<file path="src/rtl/i2c_pkg.sv">
// Shared types for the I2C write-only target: FSM states, byte width and the
// synchronised view of the two bus lines.
package i2c_pkg;

    localparam int I2C_BITS_PER_BYTE = 8;

    typedef enum logic [2:0] {
        IDLE,
        ADDR,
        ADDR_ACK,
        DATA,
        DATA_ACK,
        IGNORE
    } tgt_state_t;

    typedef struct packed {
        logic sda;
        logic scl;
        logic sda_prev;
        logic scl_prev;
    } line_state_t;

endpackage

</file>
<file path="src/rtl/i2c_target_rx_if.sv">
// Pin, consumer and debug signals of the I2C write-only target.
// Handshake: o_valid pulses one cycle with o_data; i_ready is sampled only at the
// SCL fall after the 8th data bit and selects ACK (byte delivered) or NACK (byte dropped).
interface i2c_target_rx_if;
    import i2c_pkg::*;

    logic        i_sda;
    logic        i_scl;
    logic        i_ready;
    logic        o_sda_drive;
    logic [7:0]  o_data;
    logic        o_valid;
    logic        o_start;
    logic        o_stop;
    logic        o_busy;
    tgt_state_t  dbg_state;
    line_state_t dbg_line;

    modport slave (
        input  i_sda, i_scl, i_ready,
        output o_sda_drive, o_data, o_valid, o_start, o_stop, o_busy,
        output dbg_state, dbg_line
    );

    modport master (
        output i_sda, i_scl, i_ready,
        input  o_sda_drive, o_data, o_valid, o_start, o_stop, o_busy,
        input  dbg_state, dbg_line
    );

endinterface

</file>
<file path="src/rtl/i2c_line_sync.sv">
// Synchroniser chain plus previous-value register for one open-drain line.
// Flops reset to 1 so a released (pulled-up) bus never looks like an edge.
module i2c_line_sync #(
    parameter int SYNC_STAGES = 2  // must be at least 2
) (
    input  logic clk,
    input  logic rst_n,
    input  logic line,
    output logic synced,
    output logic prev,
    output logic rise,
    output logic fall
);

    logic [SYNC_STAGES-1:0] sync_q;
    logic                   prev_q;

    always_ff @(posedge clk or negedge rst_n) begin
        if (!rst_n) begin
            sync_q <= '1;
            prev_q <= 1'b1;
        end else begin
            sync_q <= {sync_q[SYNC_STAGES-2:0], line};
            prev_q <= sync_q[SYNC_STAGES-1];
        end
    end

    assign synced = sync_q[SYNC_STAGES-1];
    assign prev   = prev_q;
    assign rise   = synced & ~prev_q;
    assign fall   = ~synced & prev_q;

endmodule

</file>
<file path="src/rtl/i2c_target_rx.sv">
// Write-only I2C target: decodes START/STOP, matches its 7-bit address with R/W=0
// and delivers received bytes, ACKing each one only when the consumer is ready.
module i2c_target_rx
    import i2c_pkg::*;
#(
    parameter logic [6:0] TARGET_ADDR = 7'h42,
    parameter int         SYNC_STAGES = 2
) (
    input logic            i_clk,
    input logic            i_rst_n,
    i2c_target_rx_if.slave bus
);

    localparam logic [3:0] BYTE_BITS = 4'(I2C_BITS_PER_BYTE);

    line_state_t line;
    logic        sda_rise, sda_fall, scl_rise, scl_fall;

    i2c_line_sync #(.SYNC_STAGES(SYNC_STAGES)) u_sda_sync (
        .clk    (i_clk),
        .rst_n  (i_rst_n),
        .line   (bus.i_sda),
        .synced (line.sda),
        .prev   (line.sda_prev),
        .rise   (sda_rise),
        .fall   (sda_fall)
    );

    i2c_line_sync #(.SYNC_STAGES(SYNC_STAGES)) u_scl_sync (
        .clk    (i_clk),
        .rst_n  (i_rst_n),
        .line   (bus.i_scl),
        .synced (line.scl),
        .prev   (line.scl_prev),
        .rise   (scl_rise),
        .fall   (scl_fall)
    );

    // SCL must be high on both samples so an SDA change at an SCL edge is not a condition
    logic start_cond, stop_cond;
    assign start_cond = sda_fall & line.scl & line.scl_prev;
    assign stop_cond  = sda_rise & line.scl & line.scl_prev;

    tgt_state_t state_q, state_d;
    logic [3:0] bit_cnt_q, bit_cnt_d;
    logic [7:0] shift_q, shift_d;
    logic [7:0] data_q, data_d;
    logic       sda_drive_q, sda_drive_d;
    logic       valid_q, valid_d;
    logic       start_q, start_d;
    logic       stop_q, stop_d;
    logic       busy_q, busy_d;
    logic       byte_full, addr_match;

    assign byte_full  = (bit_cnt_q == BYTE_BITS);
    assign addr_match = (shift_q[7:1] == TARGET_ADDR) && !shift_q[0];

    always_ff @(posedge i_clk or negedge i_rst_n) begin
        if (!i_rst_n) begin
            state_q     <= IDLE;
            bit_cnt_q   <= '0;
            shift_q     <= '0;
            data_q      <= '0;
            sda_drive_q <= 1'b1;
            valid_q     <= 1'b0;
            start_q     <= 1'b0;
            stop_q      <= 1'b0;
            busy_q      <= 1'b0;
        end else begin
            state_q     <= state_d;
            bit_cnt_q   <= bit_cnt_d;
            shift_q     <= shift_d;
            data_q      <= data_d;
            sda_drive_q <= sda_drive_d;
            valid_q     <= valid_d;
            start_q     <= start_d;
            stop_q      <= stop_d;
            busy_q      <= busy_d;
        end
    end

    always_comb begin
        state_d     = state_q;
        bit_cnt_d   = bit_cnt_q;
        shift_d     = shift_q;
        data_d      = data_q;
        sda_drive_d = sda_drive_q;
        busy_d      = busy_q;
        valid_d     = 1'b0;
        start_d     = 1'b0;
        stop_d      = 1'b0;

        if (start_cond) begin
            state_d     = ADDR;
            bit_cnt_d   = '0;
            shift_d     = '0;
            sda_drive_d = 1'b1;
            start_d     = 1'b1;
            busy_d      = 1'b1;
        end else if (stop_cond) begin
            state_d     = IDLE;
            bit_cnt_d   = '0;
            sda_drive_d = 1'b1;
            stop_d      = 1'b1;
            busy_d      = 1'b0;
        end else begin
            unique case (state_q)
                IDLE: ;
                ADDR, DATA: begin
                    if (scl_rise && !byte_full) begin
                        shift_d   = {shift_q[6:0], line.sda};
                        bit_cnt_d = bit_cnt_q + 4'd1;
                    end else if (scl_fall && byte_full) begin
                        if (state_q == ADDR) begin
                            state_d     = addr_match ? ADDR_ACK : IGNORE;
                            sda_drive_d = !addr_match;
                        end else if (bus.i_ready) begin
                            state_d     = DATA_ACK;
                            data_d      = shift_q;
                            valid_d     = 1'b1;
                            sda_drive_d = 1'b0;
                        end else begin
                            state_d     = IGNORE;
                        end
                    end
                end
                ADDR_ACK, DATA_ACK: begin
                    // ACK is held through the 9th clock and released on its falling edge
                    if (scl_fall) begin
                        state_d     = DATA;
                        bit_cnt_d   = '0;
                        sda_drive_d = 1'b1;
                    end
                end
                IGNORE: sda_drive_d = 1'b1;
                default: state_d = IDLE;
            endcase
        end
    end

    assign bus.o_sda_drive = sda_drive_q;
    assign bus.o_data      = data_q;
    assign bus.o_valid     = valid_q;
    assign bus.o_start     = start_q;
    assign bus.o_stop      = stop_q;
    assign bus.o_busy      = busy_q;
    assign bus.dbg_state   = state_q;
    assign bus.dbg_line    = line;

endmodule

</file>
<file path="src/flat_wrapper.sv">
// flat-port wrapper written by rule: the top's interface ports become plain ports
module i2c_target_rx_flat import i2c_pkg::*;
#(
    parameter logic [6:0] TARGET_ADDR = 7'h42,
    parameter int         SYNC_STAGES = 2
)
  (i_clk, i_rst_n, bus_i_sda, bus_i_scl, bus_i_ready, bus_o_sda_drive, bus_o_data, bus_o_valid, bus_o_start, bus_o_stop, bus_o_busy, bus_dbg_state, bus_dbg_line);
  i2c_target_rx_if bus_i ();
  input logic i_clk;
  input logic i_rst_n;
  input wire logic [$bits(bus_i.i_sda)-1:0] bus_i_sda;
  input wire logic [$bits(bus_i.i_scl)-1:0] bus_i_scl;
  input wire logic [$bits(bus_i.i_ready)-1:0] bus_i_ready;
  output wire logic [$bits(bus_i.o_sda_drive)-1:0] bus_o_sda_drive;
  output wire logic [$bits(bus_i.o_data)-1:0] bus_o_data;
  output wire logic [$bits(bus_i.o_valid)-1:0] bus_o_valid;
  output wire logic [$bits(bus_i.o_start)-1:0] bus_o_start;
  output wire logic [$bits(bus_i.o_stop)-1:0] bus_o_stop;
  output wire logic [$bits(bus_i.o_busy)-1:0] bus_o_busy;
  output wire logic [$bits(bus_i.dbg_state)-1:0] bus_dbg_state;
  output wire logic [$bits(bus_i.dbg_line)-1:0] bus_dbg_line;
  assign bus_i.i_sda = bus_i_sda;
  assign bus_i.i_scl = bus_i_scl;
  assign bus_i.i_ready = bus_i_ready;
  assign bus_o_sda_drive = bus_i.o_sda_drive;
  assign bus_o_data = bus_i.o_data;
  assign bus_o_valid = bus_i.o_valid;
  assign bus_o_start = bus_i.o_start;
  assign bus_o_stop = bus_i.o_stop;
  assign bus_o_busy = bus_i.o_busy;
  assign bus_dbg_state = bus_i.dbg_state;
  assign bus_dbg_line = bus_i.dbg_line;
  i2c_target_rx #(.TARGET_ADDR(TARGET_ADDR), .SYNC_STAGES(SYNC_STAGES)) u_core (.i_clk(i_clk), .i_rst_n(i_rst_n), .bus(bus_i));
endmodule
</file>
<file path="config.mk">
export PLATFORM = sky130hd
export DESIGN_NAME = i2c_target_rx_flat
export DESIGN_NICKNAME = d
export VERILOG_FILES = /design/src/rtl/i2c_pkg.sv /design/src/rtl/i2c_target_rx_if.sv /design/src/rtl/i2c_line_sync.sv /design/src/rtl/i2c_target_rx.sv /design/src/flat_wrapper.sv
export SDC_FILE = /design/constraint.sdc
export NUM_CORES = 1
export LEC_CHECK = 0
export CORE_MARGIN = 2
export CORE_UTILIZATION = 49
export CTS_BUF_LIST = sky130_fd_sc_hd__clkbuf_4 sky130_fd_sc_hd__clkbuf_8
export DETAILED_ROUTE_END_ITERATION = 8
export GPL_ROUTABILITY_DRIVEN = 0
export PLACE_DENSITY = 0.77
export RECOVER_POWER = 100
export SYNTH_ARGS = -nofsm -noshare
export SYNTH_HDL_FRONTEND = slang
export SYNTH_HIERARCHICAL = 1
export SYNTH_SLANG_ARGS = --single-unit
</file>
<file path="constraint.sdc">
create_clock -name i_clk -period 1.9 [get_ports i_clk]
set_input_delay 0.38 -clock i_clk [delete_from_list [all_inputs] [get_ports i_clk]]
set_output_delay 0.38 -clock i_clk [all_outputs]
set_load 0.03 [all_outputs]
</file>
# [Yosys cells after proc, flatten, opt, wreduce, memory -nomap -nowiden]
# Cells that the tools add are included.
[classes] add_sub_neg=1 mul=0 div=0 order_cmp=0 n_eq_ne=14 shift=0 mux=38 bitwise_logic=16 reduce_logical=20
[op_table] operator="$mux 8" n=4
[op_table] operator="$mux 3" n=7
[op_table] operator="$mux 1" n=20
[op_table] operator="$mux 4" n=4
[op_table] operator="$ne 4x1->1 const B" n=3
[op_table] operator="$pmux 3 s3" n=1
[op_table] operator="$and 1x1->1" n=8
[op_table] operator="$not 1->1" n=8
[op_table] operator="$pmux 4 s2" n=1
[op_table] operator="$eq 7x7->1 const B" n=1
[op_table] operator="$reduce_and 7->1" n=1
[op_table] operator="$eq 3x2->1 const B" n=2
[op_table] operator="$eq 3x3->1 const B" n=2
[op_table] operator="$reduce_and 3->1" n=2
[op_table] operator="$reduce_bool 2->1" n=3
[op_table] operator="$reduce_or 2->1" n=3
[op_table] operator="$ne 5x2->1 const B" n=1
[op_table] operator="$reduce_and 5->1" n=1
[op_table] operator="$reduce_bool 5->1" n=1
[op_table] operator="$add 4x1->4 const B" n=1
[op_table] operator="$eq 4x4->1 const B" n=1
[op_table] operator="$ne 4x2->1 const B" n=1
[op_table] operator="$reduce_and 4->1" n=1
[op_table] operator="$reduce_bool 4->1" n=1
[op_table] operator="other kinds (7)" n=11
[totals] ff_bits=34 latchBits=0 ram_bits=0 rom_bits=0 in_bits=5 out_inout_bits=20 wordCells=102 n_memories=0

# [Longest topological paths before layout]
# Gate-level depths: netlist of the first run.
[depth] depth_word=9 ltp_mapped=6 ltp_nobuf=6

# [Hierarchy]
# Netlist of the first run, hierarchy kept.
[modules_own_cells] module="i2c_target_rx" instances=1 cells_per_inst=111 area_each_um2=1385.1
[modules_own_cells] module="i2c_line_sync" instances=2 cells_per_inst=5 area_each_um2=93.8

# [Least setup slack after synthesis of the first run]
# Ideal clock, no wire load.
[synth_path] path_kind="reg2reg" from="reg u_core.u_sda_sync.sync_q[1]" to="reg u_core.data_q[0], in the netlist u_core/bus.o_data[0]" t_arrival_ps=1889 t_required_ps=1775 setup_slack_ps=-113 path_stages_with_launch=6 synth_period_minus_slack_ps=2013 cell_sequence="dfstp_2 -> and2b_2 -> o211ai_2 -> nand2_4 -> nor3_4 -> mux2_2"
[synth_via] elab_chain_len=6 elab_cells_between_ends=10 cone_classes="9 x bitwise; 1 x reduce/logical"
[synth_rtl] item="from (decl)" line_no="i2c_line_sync.sv:15" rtl="logic [SYNC_STAGES-1:0] sync_q;"
[synth_rtl] item="from (signal assigned)" line_no="i2c_line_sync.sv:23" rtl="sync_q <= {sync_q[SYNC_STAGES-2:0], line};"
[synth_rtl] item="$not 1->1" line_no="i2c_line_sync.sv:31" rtl="assign fall = ~synced & prev_q;"
[synth_rtl] item="$and 1x1->1" line_no="i2c_line_sync.sv:31"
[synth_rtl] item="net u_core.sda_fall" line_no="i2c_target_rx.sv:17" rtl="logic sda_rise, sda_fall, scl_rise, scl_fall;"
[synth_rtl] item="$and 1x1->1 (2 in a row)" line_no="i2c_target_rx.sv:41" rtl="assign start_cond = sda_fall & line.scl & line.scl_prev;"
[synth_rtl] item="$not 1->1 (no source line)"
[synth_rtl] item="$reduce_and 7->1 (no source line)"
[synth_rtl] item="to (signal assigned)" line_no="i2c_target_rx.sv:73" rtl="data_q <= data_d;"
[synth_rtl] item="to (decl)" line_no="i2c_target_rx.sv:47" rtl="logic [7:0] data_q, data_d;"
# The timed path passes the listed nets, and every way through them passes these cells.
# A chain may end at the register's enable or synchronous reset.

# [Worst setup path in the final report of the first run]
[layout_path] from="reg u_core.u_scl_sync.prev_q, in the netlist u_core/u_scl_sync/prev" to="reg u_core.data_q[0], in the netlist u_core/bus.o_data[0]"
[layout_via] elab_cells_between_ends=11 cone_classes="8 x bitwise; 3 x reduce/logical"
[layout_rtl] item="from (decl)" line_no="i2c_line_sync.sv:16" rtl="logic prev_q;"
[layout_rtl] item="from (signal assigned)" line_no="i2c_line_sync.sv:24" rtl="prev_q <= sync_q[SYNC_STAGES-1];"
[layout_rtl] item="$and 1x1->1" line_no="i2c_line_sync.sv:31"
[layout_rtl] item="net u_core.scl_fall" line_no="i2c_target_rx.sv:17"
[layout_rtl] item="$logic_and 1x1->1" line_no="i2c_target_rx.sv:113" rtl="end else if (scl_fall && byte_full) begin"
[layout_rtl] item="$reduce_and 7->1 (no source line)"
# The timed path passes the listed nets, and every way through them passes these cells.

==> results.md, run 1 <==
* PwrDens at ~1000 nW/um^2
* Sw Pwr at 771 uW
* Met1 WL at 1490 um
* Relative slew margins at 0.461
* Status: complete, but fails checks
* Int Power at between 1 and 1.5 mW
* Worst endpoint data arrival time at ~2.1 ns
* FF+latch count, synth at 34
* Switching Fraction at 0.362
* Nets at about 170
* IO buf count at 24
* H-tree levels at 2
* Die area at about 3700 um^2
* Row cnt at 20
* WL final at around 3500 um
* CP max-delay cell: dfstp_2
* Synth Instances at roughly 120
* F_max at around 520 MHz
* Failing checks: negative setup slack
* Post-synth EDFFs at 0
* Drt pass-1 iters at 4
* Max-slew violations at 0
* PnR worst setup slack at -0.0153 ns
* Mapped Avg Cell Area at 13.0 um^2
* Proportion of layout cells with a drive suffix above 1 at 0.349
* Initial antenna violation count at 0
* Count of max-cap constraint violations at 0
* Post-Syn Area at ~1600 um^2
* Hold Path Stages at 0
* DR iter-0 viols at 63
* Sequential share of power at 0.458
* Cells along the critical path: and2b_2, and4b_2, nand2_2, nor3_4, buf_12, mux2_2
* First-pass GRT wire length at approximately 5700 um
* Setup crit start: u_core/u_scl_sync/prev
* Antenna-violating nets left at 0
* LEAKAGE at between 0.9 and 1 nW
* Worst min-delay path class: reg2reg
* Grt total ovfl at 0
* Peak VDD IR at 704 uV
* Cell depth of the worst setup path at 6
* Vias at around 1.2k
* DR DRC count at 0
* P&R area growth vs syn at 31.7%
* Clk slew on worst S/H paths at roughly 0.1 ns
* CP Launch Type: flip-flop
* Synth warnings at 6
* Root Buffer: clkbuf_4
* Clock tree buffer depth at 2
* Critical Path End Type: flip-flop
* WHS at about 0.36 ns
* Vias per cell at roughly 5.8
* Worst r2r src: u_core/u_scl_sync/prev
* Antenna diodes at 0
* I/O pin count at 25
* Worst slew pin tran at 0.808 ns
* Total clock buffers created by CTS at 5
* Final Setup Violations at 4
* Die Y at between 60 and 70 um
* Initial Util at 0.515
* Fin Clk Skew at ~0.01 ns
* Clock sinks at 34
* Critical path's top delay family: simple AND/OR/NAND/NOR gates
* Highest Signal Layer: met4
* R2R depth at 6
* Worst skew pair latency at roughly 0.34 ns
* Clock power share at 0.205
* Crit Path Max Fanout at 8
* WL met2 at between 1500 and 2000 um
* Routed wl met3 at 230 um
* CP peak stage delay at 0.55 ns
* Most frequent cells in the layout: dfrtp_1 (27), buf_4 (13), dlygate4sd3_1 (11)
* Critical path class: reg2reg
* Ys flop type: dfrtp_1
* Non-filler cells, final at 210
* Post-DP Area at ~1900 um^2
* Worst path bufs/invs at 1
* WP data required at about 2.1 ns
* Worst Hold Launch: u_core/u_scl_sync/sync_q[0]
* Final Hold Viols at 0
* Final min period at roughly 1.9 ns
* Final Cell Area at between 2000 and 2500 um^2
* Vias in the first global route at ~1.2k
* Die Width at ~60 um
* Final core occ at 0.679
* Number of library cell types mapped by synthesis at 47
* Pin count of the biggest net entering global routing at 35
* RSZ-0062 raised after global routing: true
* Gr usage total at 0.214
* Syn_nets at approximately 130
* Final period utilization at 1.01
* Placeable Area at 3050 um^2
* WL/cell at between 15 and 20 um
* HPWL after detailed placement at about 2400 um
* Pre-CTS WS at -0.00126 ns
* Sequential area share after synthesis at 0.547
* FFs w/ async S/R, synth at 1.00
* Combinational power share at 0.337
* Most common cell after layout, fill and taps aside: dfrtp_1
* CTS tree: built
* Placed insts at around 200
[worst paths after layout]
check	to	slack, ns
min reg2reg	u_core/u_scl_sync/sync_q[1]	0.36
max in group asynchronous	u_core/bus.o_data[0]	0.73
min in group asynchronous	u_core/bus.dbg_state[0]	0.65
max reg2reg	u_core/bus.o_data[0]	-0.02
min	u_core/u_scl_sync/sync_q[1]	0.36
max	u_core/bus.o_data[0]	-0.02
[per-stage QoR]
stage	setup TNS, ns	power (mW)
floorplan	-0.630	1.42
global placement	0	1.63
detailed placement	-0.00126	1.66
CTS	0	2.07
global route	-0.310	2.26
finish	-0.0198	2.13
[final cells by class]
| cell class | instances | area (um^2) |
|---|---|---|
| clock inverters | 1 | 5.00 |
| flip-flops and latches | 34 | 860 |
| well taps | 44 | 55.1 |
| clock buffers | 7 | 58.8 |
| inverters | 4 | 15.0 |
| repair buffers | 40 | 358 |
| multi-input cells | 80 | 721 |
| fillers | 254 | 981 |
[cells by family after synthesis]
logic type | synth area share
AND/OR/NAND/NOR | 0.159
buffers and inverters | 0.0199
multiplexers | 0.0851
adder cells (fa/ha/maj) | 0.0159
flip-flops | 0.547
XOR/XNOR | 0.00557
AO/OA/AOI/OAI | 0.168
[sequential cells by signal, indices dropped and copies added, names as in the netlist]
signal	cells
u_core/bus.o_data	8
u_core/shift_q	8
u_core/bit_cnt_q	4
u_core/bus.dbg_state	3
u_core/u_scl_sync/sync_q	2
u_core/u_sda_sync/sync_q	2
u_core/bus.o_busy	1
u_core/bus.o_sda_drive	1
u_core/bus.o_start	1
u_core/bus.o_stop	1
u_core/bus.o_valid	1
u_core/u_scl_sync/prev	1
u_core/u_sda_sync/prev	1
[routing by layer]
layer / track usage / vias up
met2: 0.333 / 43
met1: 0.285 / 632
li1: - / 547
met4: 0.0745 / 0
met5: 0 / -
met3: 0.0661 / 5
[power by group through the flow]
stage                     sequential [mW]  clock (mW)  combinational, mW
final                               0.976       0.436              0.717
after global routing                0.994       0.484              0.781
after CTS                           0.972       0.444              0.657
after detailed placement            0.986           0              0.674
after global placement              0.975           0              0.650
after floorplan                     0.994           0              0.431
[cells in the mapped netlist (2+ instances only)]
cell	n	share of area
nor2_1	2	0.0048
dfrtp_1	27	0.43
and2b_2	2	0.011
inv_1	4	0.0095
dfstp_2	7	0.12
a31oi_1	2	0.0080
ha_1	2	0.016
nor3_1	3	0.0095
nand2_1	4	0.0095
nor4b_2	2	0.019
nor2b_1	5	0.020
mux2_2	11	0.079
nand2b_1	2	0.0080
and3_1	2	0.0080
nand3_1	3	0.0095
a221o_1	2	0.013
o21ai_0	2	0.0064
a22o_1	10	0.056
[timing repair]
action	in CTS	in global routing
buffers inserted	0	5
setup endpoints to repair	16	15
gates cloned	0	0
hold buffers	0	0
pin swaps	1	4
gates resized for setup	10	9
(Power assumes the default switching activity.)
==> run 2: changes to the inputs <==
- CORE_UTILIZATION: 49 -> 58
- DONT_BUFFER_PORTS: unset -> 1
- PLACE_DENSITY: 0.77 -> 0.76
==> results.md, run 2 (synthesis gave the netlist of run 1 again) <==
* Grt total ovfl at 0
* CTS tree: built
* Die Y at around 56 um
* Setup crit start: u_core/u_sda_sync/sync_q[1]
* Die area at approximately 3100 um^2
* Clock tree buffer depth at 2
* HPWL after detailed placement at ~2200 um
* CP peak stage delay at between 0.5 and 0.6 ns
* Max-slew violations at 0
* PwrDens at about 1200 nW/um^2
* R2R Setup Slk at between 0.03 and 0.04 ns
* Antenna-violating nets left at 0
* WL/cell at roughly 18 um
* Gr usage total at 0.212
* Critical path class: reg2reg
* Total clock buffers created by CTS at 5
* Count of max-cap constraint violations at 0
* Fin Clk Skew at ~0.0075 ns
* DR DRC count at 0
* Drt pass-1 iters at 4
* Initial Util at 0.624
* Most common cell after layout, fill and taps aside: dfrtp_1
* Worst skew pair latency at approximately 0.33 ns
* First-pass GRT wire length at 5130 um
* Final Setup Violations at 0
* Cells along the critical path: and2b_2, o211ai_4, nand2_4, nor3_4, buf_6, mux2_4
* Placeable Area at approximately 2500 um^2
* Final period utilization at 0.983
* Clk slew on worst S/H paths at 0.09 ns
* P&R area growth vs syn at 18.5%
* CP Launch Type: flip-flop
* Most frequent cells in the layout: dfrtp_1 (27), buf_4 (15), a22o_1 (10)
* LEAKAGE at around 0.87 nW
* Worst r2r src: u_core/u_sda_sync/sync_q[1]
* WHS at 0.0446 ns
* Critical path's top delay family: flip-flops
* Vias in the first global route at around 1.1k
* Relative slew margins at 0.471
* H-tree levels at 2
* WL final at between 3000 and 4000 um
* DR iter-0 viols at slightly above 60
* F_max at ~540 MHz
* Final Hold Viols at 0
* Worst min-delay path class: in2reg
* Worst path bufs/invs at 1
* RSZ-0062 raised after global routing: true
* IO buf count at 0
* Critical Path End Type: flip-flop
* Worst Hold Launch: bus_i_scl
* I/O pin count at 25
* Clock sinks at 34
* Nets at approximately 150
* Final core occ at 0.739
* Crit Path Max Fanout at 5
* CP max-delay cell: dfstp_2
* WP data required at roughly 2.1 ns
* Pin count of the biggest net entering global routing at 35
* Proportion of layout cells with a drive suffix above 1 at 0.410
* Vias at approximately 1.1k
* Worst endpoint data arrival time at around 2.1 ns
* Root Buffer: clkbuf_4
* Status: finished, final reports clean
* Vias per cell at roughly 6.4
* Final min period at between 1.5 and 2 ns
* Die Width at approximately 56 um
* Initial antenna violation count at 0
* Antenna diodes at 0
* Row cnt at 18
* Peak VDD IR at just over 800 uV
* Worst slew pin tran at 0.794 ns
## run 2: worst paths after layout
path,to,cells past startpoint
max reg2reg,u_core/bus.o_data[4],6
min reg2reg,u_core/u_sda_sync/sync_q[1],0
max,u_core/bus.o_data[4],6
max in group asynchronous,u_core/shift_q[4],2
min in group asynchronous,u_core/bus.dbg_state[0],2
min,u_core/u_scl_sync/sync_q[0],0
## run 2: through the flow
stage	setup TNS [ns]	setup WS [ns]	std cells	cell area (um^2)	power [mW]
global route	-0.0717	-0.0216	174	1860	2.29
global placement	0	0.0638	161	1690	1.57
finish	0	0.0328	174	1860	2.15
detailed placement	0	0.00835	161	1690	1.59
CTS	0	0.00795	170	1810	2.15
floorplan	-0.630	-0.0787	121	1570	1.42
## run 2: report_power, final
group | total [mW] | internal [mW] | switching (mW)
logic | 0.658 | 0.304 | 0.354
clock network | 0.527 | 0.306 | 0.221
registers | 0.969 | 0.822 | 0.147
total | 2.15 | 1.43 | 0.722
## run 2: cell type report
| cell class | count | area (um^2) |
|---|---|---|
| sequential | 34 | 860 |
| multi-input combinational | 80 | 719 |
| fill | 165 | 659 |
| timing repair buffer | 19 | 150 |
| clock buffer | 6 | 51.3 |
| tap | 30 | 37.5 |
| clock inverter | 1 | 30.0 |
| inverter | 4 | 15.0 |
## run 2: routing by layer
| metal | vias up | wire length [um] | global-route usage |
|---|---|---|---|
| met2 | 59 | 1370 | 0.306 |
| met1 | 539 | 1330 | 0.290 |
| met4 | 0 | 77 | 0.0850 |
| met3 | 12 | 283 | 0.0791 |
| li1 | 506 | - | - |
| met5 | - | 0 | 0 |
## run 2: worst register-to-register path, cell delays in order, from the launching register on
cell      delay (ns)
dfstp_2         0.56
and2b_2         0.26
o211ai_4        0.23
nand2_4         0.08
nor3_4          0.16
buf_6           0.16
mux2_4          0.30
## run 2: repair_timing
| item | 4_1_cts | 5_1_grt |
|---|---|---|
| endpoints found under the hold margin | 34 | 0 |
| hold buffers | 2 | 0 |
| endpoints found under the setup margin | 2 | 20 |
| buffers inserted | 0 | 4 |
| gates resized for setup | 1 | 11 |
| pin swaps | 0 | 1 |
